## config.mk

```make
export PLATFORM = sky130hd
export DESIGN_NAME = ps_merge_arbiter
export DESIGN_NICKNAME = d
export VERILOG_FILES = /design/src/rtl/ps_merge_arbiter_pkg.sv /design/src/rtl/ps_merge_slot.sv /design/src/rtl/ps_merge_arbiter.sv
export SDC_FILE = /design/constraint.sdc
export NUM_CORES = 1
export LEC_CHECK = 0
export BUFFER_PORTS_ARGS = -buffer_cell sky130_fd_sc_hd__buf_2
export CAP_MARGIN = 40
export CORE_MARGIN = 2
export CORE_UTILIZATION = 48
export CTS_BUF_LIST = sky130_fd_sc_hd__clkbuf_16
export CTS_CLUSTER_DIAMETER = 40
export CTS_CLUSTER_SIZE = 14
export DETAILED_ROUTE_END_ITERATION = 6
export GPL_TIMING_DRIVEN = 0
export MAX_ROUTING_LAYER = met4
export PLACE_DENSITY = 0.74
export SETUP_SLACK_MARGIN = 0.05
export SKIP_CTS_REPAIR_TIMING = 1
export SYNTH_ARGS = -nofsm -noshare
export SYNTH_HDL_FRONTEND = slang
export SYNTH_SLANG_ARGS = --single-unit
```

## constraint.sdc

```tcl
create_clock -name CP -period 2.4 [get_ports CP]
set_input_delay 0.36 -clock CP [delete_from_list [all_inputs] [get_ports CP]]
set_output_delay 0.36 -clock CP [all_outputs]
set_load 0.03 [all_outputs]
```

## src/rtl/ps_merge_arbiter_pkg.sv

```systemverilog
// Shared definitions for the PS-stage two-way merge arbiter.
// Holds the packet width, packet field positions and the channel identifiers
// used by the arbiter top and its input slots.
package ps_merge_arbiter_pkg;

  // Packet width seen by the PS stage.
  localparam int unsigned PktWidth = 52;

  // Packet field ranges.
  localparam int unsigned DestMsb   = 51;
  localparam int unsigned DestLsb   = 40;
  localparam int unsigned OpcodeMsb = 39;
  localparam int unsigned OpcodeLsb = 32;

  // Channel identifiers: ch0 = matching-stage return, ch1 = host inject.
  typedef enum logic {
    CH0 = 1'b0,
    CH1 = 1'b1
  } ch_e;

  // Winner among the valid slots. Only meaningful when at least one is valid.
  function automatic ch_e pick_winner(logic v0, logic v1, ch_e last, logic prio_ch1);
    ch_e win;
    if (v0 && v1) begin
      if (prio_ch1) win = CH1;
      else          win = (last == CH0) ? CH1 : CH0;
    end else if (v1) begin
      win = CH1;
    end else begin
      win = CH0;
    end
    return win;
  endfunction

endpackage

```

## src/rtl/ps_merge_slot.sv

```systemverilog
// One-entry input buffer for one merge channel.
// Ports:
//   clk_i   clock, rising edge
//   rst_i   synchronous active-high reset
//   send_i  upstream packet valid
//   data_i  upstream packet
//   grant_i this slot is being forwarded this cycle
//   ack_o   slot can take a packet (empty, or draining this cycle)
//   valid_o slot holds a packet
//   data_o  held packet
module ps_merge_slot
  import ps_merge_arbiter_pkg::*;
#(
  parameter int unsigned Width = PktWidth
) (
  input  logic             clk_i,
  input  logic             rst_i,
  input  logic             send_i,
  input  logic [Width-1:0] data_i,
  input  logic             grant_i,
  output logic             ack_o,
  output logic             valid_o,
  output logic [Width-1:0] data_o
);

  logic             valid_q, valid_d;
  logic [Width-1:0] data_q, data_d;
  logic             accept;

  always_comb begin
    // Ready depends only on held state and the grant, never on send_i.
    ack_o   = ~valid_q | grant_i;
    accept  = send_i & ack_o;
    valid_d = valid_q;
    data_d  = data_q;
    if (accept) begin
      // Covers refill: drained and reloaded on the same edge.
      valid_d = 1'b1;
      data_d  = data_i;
    end else if (grant_i) begin
      valid_d = 1'b0;
    end
  end

  always_ff @(posedge clk_i) begin
    if (rst_i) begin
      valid_q <= 1'b0;
      data_q  <= '0;
    end else begin
      valid_q <= valid_d;
      data_q  <= data_d;
    end
  end

  assign valid_o = valid_q;
  assign data_o  = data_q;

endmodule

```

## src/rtl/ps_merge_arbiter.sv

```systemverilog
// Two-way packet merge arbiter feeding the PS stage.
// Each channel is buffered in a one-entry slot; one slot per cycle is moved
// into the output register by round-robin (or ch1-first when PRIO_CH1 = 1).
// Ports:
//   CP, MR                  clock (rising edge), synchronous active-high reset
//   Send_inK/PACKET_INK     channel K packet valid / data
//   Ack_outK                channel K ready
//   Send_out/PACKET_OUT     merged packet valid / data toward the PS stage
//   Ack_in                  PS stage ready
//   gnt_cnt0/gnt_cnt1       saturating per-channel forward counters
//   last_gnt                channel of the most recent grant
module ps_merge_arbiter
  import ps_merge_arbiter_pkg::*;
#(
  parameter int unsigned PKT_W    = PktWidth,
  parameter int unsigned CNT_W    = 16,
  parameter bit          PRIO_CH1 = 1'b0
) (
  input  logic             CP,
  input  logic             MR,
  input  logic             Send_in0,
  input  logic [PKT_W-1:0] PACKET_IN0,
  output logic             Ack_out0,
  input  logic             Send_in1,
  input  logic [PKT_W-1:0] PACKET_IN1,
  output logic             Ack_out1,
  output logic             Send_out,
  output logic [PKT_W-1:0] PACKET_OUT,
  input  logic             Ack_in,
  output logic [CNT_W-1:0] gnt_cnt0,
  output logic [CNT_W-1:0] gnt_cnt1,
  output logic             last_gnt
);

  logic             valid0, valid1;
  logic [PKT_W-1:0] data0, data1;
  logic             gnt0, gnt1;
  logic             out_free;
  ch_e              win;

  logic             send_q, send_d;
  logic [PKT_W-1:0] pkt_q, pkt_d;
  ch_e              last_q, last_d;
  logic [CNT_W-1:0] cnt0_q, cnt0_d, cnt1_q, cnt1_d;

  ps_merge_slot #(
    .Width (PKT_W)
  ) u_slot0 (
    .clk_i   (CP),
    .rst_i   (MR),
    .send_i  (Send_in0),
    .data_i  (PACKET_IN0),
    .grant_i (gnt0),
    .ack_o   (Ack_out0),
    .valid_o (valid0),
    .data_o  (data0)
  );

  ps_merge_slot #(
    .Width (PKT_W)
  ) u_slot1 (
    .clk_i   (CP),
    .rst_i   (MR),
    .send_i  (Send_in1),
    .data_i  (PACKET_IN1),
    .grant_i (gnt1),
    .ack_o   (Ack_out1),
    .valid_o (valid1),
    .data_o  (data1)
  );

  // Arbitration: at most one grant, only when the output register can load.
  always_comb begin
    out_free = ~send_q | Ack_in;
    win      = pick_winner(valid0, valid1, last_q, PRIO_CH1);
    gnt0     = 1'b0;
    gnt1     = 1'b0;
    if (out_free && (valid0 || valid1)) begin
      gnt0 = (win == CH0);
      gnt1 = (win == CH1);
    end
  end

  always_comb begin
    send_d = send_q;
    pkt_d  = pkt_q;
    last_d = last_q;
    cnt0_d = cnt0_q;
    cnt1_d = cnt1_q;
    // Current packet consumed (or register empty); reload below if granted.
    if (out_free) send_d = 1'b0;
    if (gnt0) begin
      send_d = 1'b1;
      pkt_d  = data0;
      last_d = CH0;
      if (cnt0_q != {CNT_W{1'b1}}) cnt0_d = cnt0_q + CNT_W'(1);
    end else if (gnt1) begin
      send_d = 1'b1;
      pkt_d  = data1;
      last_d = CH1;
      if (cnt1_q != {CNT_W{1'b1}}) cnt1_d = cnt1_q + CNT_W'(1);
    end
  end

  always_ff @(posedge CP) begin
    if (MR) begin
      send_q <= 1'b0;
      pkt_q  <= '0;
      last_q <= CH1;  // ch0 wins the first contest
      cnt0_q <= '0;
      cnt1_q <= '0;
    end else begin
      send_q <= send_d;
      pkt_q  <= pkt_d;
      last_q <= last_d;
      cnt0_q <= cnt0_d;
      cnt1_q <= cnt1_d;
    end
  end

  assign Send_out   = send_q;
  assign PACKET_OUT = pkt_q;
  assign gnt_cnt0   = cnt0_q;
  assign gnt_cnt1   = cnt1_q;
  assign last_gnt   = last_q;

endmodule

```

# --- Word level (Yosys, flattened, before mapping) ---
# Index checks and enable logic that the tools add are counted.
word_totals:
  regBits: 192
  inputBits: 109
  out_inout_bits: 88
  wordCells: 48
classes:
  addsub: 2
  n_eq_ne: 2
  n_mux: 16
  bitwise: 10
  n_reduce_logical: 9
ops:
  columns: ["operator", "count"]
  rows:
  - ["2-to-1 mux 52 bit", 2]
  - ["adder 16 x 1 -> 16 bit, second input constant", 2]
  - ["inequality test 16 bit, second input constant", 2]
  - ["2-to-1 mux 1 bit", 14]
  - ["nonzero test 2 bit", 3]
  - ["inverter 1 bit", 5]
  - ["bitwise OR 1 bit", 3]
  - ["AND reduction 3 bit", 1]
  - ["nonzero test 3 bit", 1]
  - ["bitwise AND 1 bit", 2]
  - ["logical AND 1 bit", 2]
  - ["AND reduction 2 bit", 1]
  - ["logical OR 1 bit", 1]

# --- Longest topological paths before layout ---
depth:
  word_depth: 7
  mapped_depth: 7
  ltp_nobuf: 5

# --- Hierarchy ---
# Synthesis repeated with hierarchy kept, for this count alone.
unflattened:
  cells_unflattened: 945
  area_unflattened_um2: 8597.0
modules_own_cells:
  columns: ["mod", "n_inst", "cells_per_inst", "area_each_um2"]
  rows:
  - ["ps_merge_slot", 2, 242, 2359.8]
  - ["ps_merge_arbiter", 1, 461, 3877.5]

# --- Worst setup path before layout ---
# No wires, ideal clock.
synth_path:
  path_kind: "register to register"
  from: "reg cnt0_q[0] (netlist: gnt_cnt0[0])"
  to: "reg cnt0_q[12] (netlist: gnt_cnt0[12])"
  t_arrival_ns: 2.169
  path_slack_ns: 0.160
  path_stages_with_launch: 7
  cell_sequence: "dfxtp_1 ha_1 nand4_1 or4_1 clkbuf_1 or4_1 a21oi_1"
synth_between:
  elab_chain_len: 2
  word_cells_on_any_way: 3
  cone_classes: "add/sub: 1; eq/ne: 1; reduce/logical: 1"
synth_rtl:
  columns: ["element", "line", "rtl"]
  rows:
  - ["start, declared", "ps_merge_arbiter.sv:44", "logic [CNT_W-1:0] cnt0_q, cnt0_d, cnt1_q, cnt1_d;"]
  - ["start signal, assigned", "ps_merge_arbiter.sv:116", "cnt0_q <= cnt0_d;"]
  - ["parallel branches: the longest is 2 deep, another holds adder 16 x 1 -> 16 bit", null, null]
# Several ways; the timed one is not identified.
# A chain may end at the register's enable or synchronous reset.

# --- Worst setup path in the final report ---
layout_path:
  from: "reg send_q (netlist: Send_out)"
  to: "out Ack_out1"
layout_between:
  elab_chain_len: 5
layout_rtl:
  columns: ["element", "line", "rtl"]
  rows:
  - ["start, declared", "ps_merge_arbiter.sv:41", "logic send_q, send_d;"]
  - ["start signal, assigned", "ps_merge_arbiter.sv:113", "send_q <= send_d;"]
  - ["inverter 1 bit", "ps_merge_arbiter.sv:74", "out_free = ~send_q | Ack_in;"]
  - ["bitwise OR 1 bit", "ps_merge_arbiter.sv:74", null]
  - ["logical AND 1 bit", "ps_merge_arbiter.sv:78", "if (out_free && (valid0 || valid1)) begin"]
  - ["2-to-1 mux 1 bit", "ps_merge_arbiter.sv:78", null]
  - ["bitwise OR 1 bit", "ps_merge_slot.sv:32", "ack_o = ~valid_q | grant_i;"]
  - ["end, declared", "ps_merge_arbiter.sv:26", "output logic Ack_out1,"]
# No other way between the ends.

==> flow_summary_export.csv <==
group,metric,value,unit
sta,slew_headroom,35.5,%
route,num_vias,7819,
clocking,clk_pin_slew,70,ps
grt,grt_max_degree,18,
route,via_per_inst,5.90,
status,status,"finished with violations",
grt,grt_pass1_wl,36200,um
clocking,worstSkewPairLatency,440,ps
sta,fmax,443,MHz
synthesis,syn-instance-count,875,
placement,numPortBuffers,194,
flow_run,cap_violations,0,
synthesis,synthFlopType,"dfxtp_1",
sta,holdWs,166,ps
hold_path,min_from,"PACKET_IN0[29]",
worst_setup_path,critical_path_class,"register to primary output",
clocking,cts_tree,"yes",
finish,multi_input_area,3400,um^2
finish,regArea,3850,um^2
grt,grt_util_all_layers,28.5,%
power,vdd_drop_max,0.543,mV
clocking,cts_inserted_buffers,17,
worst_setup_path,r2r-end,"gnt_cnt0[12]",
route,dr.pass1.iters,7,
sta,rsz0062_at_grt,"false",
power,p_per_area,754,nW/um^2
finish,drive_above_1_share,23.4,%
worst_setup_path,r2r_slack,160,ps
status,violations,"design-rule violations",
floorplan,io_pins,197,
clocking,clk_path_buf_depth,2,
placement,hpwlAfterDp,16600,um
finish,fill_cells,1376,
worst_setup_path,cp_max_fo,10,
synthesis,synth_top_cell_by_area,"dfxtp_1",
synthesis,synth.yosys.seq_area_share,50.9,%
worst_setup_path,required,2040,ps
clocking,root_buffer,"clkbuf_16",
power,p_leak,3.76,nW
finish,nets,1209,
synthesis,synth_most_common_cell,"dfxtp_1",
placement,placed_cell_area,8800,um^2
clocking,cts_sinks,192,
sta,timing.final.crit_share,94.2,%
synthesis,synth_common_cells,"192 x dfxtp_1, 126 x a21oi_1, 117 x nand3_1",
synthesis,yosys_warnings,0,
worst_setup_path,crit_arrival,1900,ps
route,drc_errors,1,
synthesis,synth_cell_type_count,34,
floorplan,rows,45,
hold_path,min_to,"u_slot0.data_o[29]",
finish,design_area,9540,um^2
hold_path,hp-class,"input port to register",
grt,grt.overflow.total,0,
worst_setup_path,worst_setup_path_end_kind,"primary output",
clocking,cts-htree-levels,4,
synthesis,netlist.area_leader.share,50.9,%
sta,clock_skew,13.5,ps
synthesis,synth.avg_cell_area,8.64,um^2
floorplan,die_y,129,um
hold_path,hold_depth,3,
synthesis,synth_edf_count,0,
route,wl_per_cell,17.8,um
route,initialDrtViolationCount,746,
sta,setup_viol,0,
synthesis,ys_ff_latch,192,
floorplan,dieArea,16800,um^2
sta,period_needed,2260,ps
route,routed_wl,23500,um
synthesis,synthArstFlopShare,0,%
grt,antenna_found_initial,3,
route,ant_nets,0,
synthesis,ys_top_cells_by_area,"dfxtp_1 51%, a21oi_1 8.3%, nand3_1 7.7%, o21ai_0 7.2%, a222oi_1 6.9%",
sta,finalHoldViolations,0,
grt,first_global_vias,7186,
sta,worst_slew_pin_slew,958,ps
floorplan,fp.coreArea,15300,um^2
finish,area_delta_synth_final,26.3,%
worst_setup_path,start_kind,"register",
placement,gp_congestion,0.884,
synthesis,syn_area,7560,um^2
sta,drv_slew,0,
worst_setup_path,r2r-start,"gnt_cnt0[1]",
synthesis,syn_nets,986,
worst_setup_path,r2r_cells,6,
floorplan,die_w,129,um
floorplan,start_util,49.3,%
==> worst max path at each step <==
stage                            from           end  slack (ps)  cells after the start
after floorplan           gnt_cnt0[0]  gnt_cnt0[12]         160                      6
after global placement         Ack_in      Ack_out0        -400                      7
after detailed placement       Ack_in      Ack_out1        -390                      7
after CTS                    Send_out      Ack_out1        -670                      6
after global routing         Send_out      Ack_out0          30                      6
final                        Send_out      Ack_out1         140                      6
==> cells by family after synthesis <==
logic type                 share of synthesized area [%]
and+or+nand+nor                                     17.6
DFF                                                 50.9
muxes                                               1.77
adders and majority gates                          0.331
AOI/OAI and AO/OA                                   24.8
buffers and inverters                               4.67
==> per-layer routing <==
metal  up-vias  wire (um)  global-route usage, %
met5         -          0                      -
met3        32       2000                   6.07
met2       344      11000                   43.8
li1       3743          -                      -
met4         0        361                   9.36
met1      3700      10200                   37.6
==> layout by cell type, fill, tap and decap left out, types with 2 or more instances in the layout <==
cell type     n
nor2b_1      12
inv_6         3
and4_1        3
a222oi_1     52
clkinv_4      3
a31oi_1       2
clkbuf_16    17
inv_4         2
clkinvlp_4    3
o21ai_0     108
buf_1        14
a41oi_1       2
and2_1        4
nor4_1       10
clkbuf_1     65
o31ai_1      13
dfxtp_2       2
nor2_1       67
diode_2       3
a21oi_1     124
nand4_1      11
inv_1         8
dfxtp_1     190
nand3_1     117
clkbuf_4      3
mux2_2       11
a21oi_4       2
or4_1        14
nor3_1        8
buf_4         9
bufinv_16     3
buf_2       195
a211oi_1      2
nand2_1      12
ha_1          2
and3_1        2
==> cell type report <==
type | instances | share of cell area [%]
timing repair buffer | 204 | 10.9
antenna | 3 | 0.0787
multi-input combinational | 589 | 35.6
clock inverter | 15 | 1.94
inverter | 11 | 0.485
sequential | 192 | 40.3
buffer | 83 | 3.41
tap | 211 | 2.77
clock buffer | 17 | 4.46
==> worst max-delay path, stage by stage, from the launching register on <==
cell,delay [ps]
dfxtp_1,350
nand2b_1,80
clkbuf_4,210
a21oi_4,290
inv_4,120
clkbuf_4,210
buf_2,190
==> registers in the layout (all words and copies together), names as in the netlist <==
register / cells
u_slot0.valid_o: 1
u_slot1.valid_o: 1
last_gnt: 1
u_slot0.data_o: 52
PACKET_OUT: 52
Send_out: 1
gnt_cnt0: 16
gnt_cnt1: 16
u_slot1.data_o: 52
==> power breakdown <==
| group | switching [W] | total (W) | internal [W] |
|---|---|---|---|
| sequential | 0.0000964 | 0.00343 | 0.00334 |
| clock | 0.00129 | 0.00294 | 0.00166 |
| combinational | 0.000543 | 0.000819 | 0.000276 |
==> metrics by stage <==
step / cells / setup TNS (ps) / util (%) / setup slack (ps) / total power (W)
2_1_floorplan: 875 / 0 / - / 160 / 0.00396
3_3_place_gp: 1280 / -11350 / 57.4 / -395 / 0.00426
3_5_place_dp: 1282 / -12870 / 57.5 / -389 / 0.00428
4_1_cts: 1314 / -1350 / 61.5 / -670 / 0.00718
5_1_grt: 1325 / 0 / 62.3 / 34.6 / 0.00743
6_report: 1325 / 0 / 62.3 / 140 / 0.00719
Power figures use the tool's default switching activity.
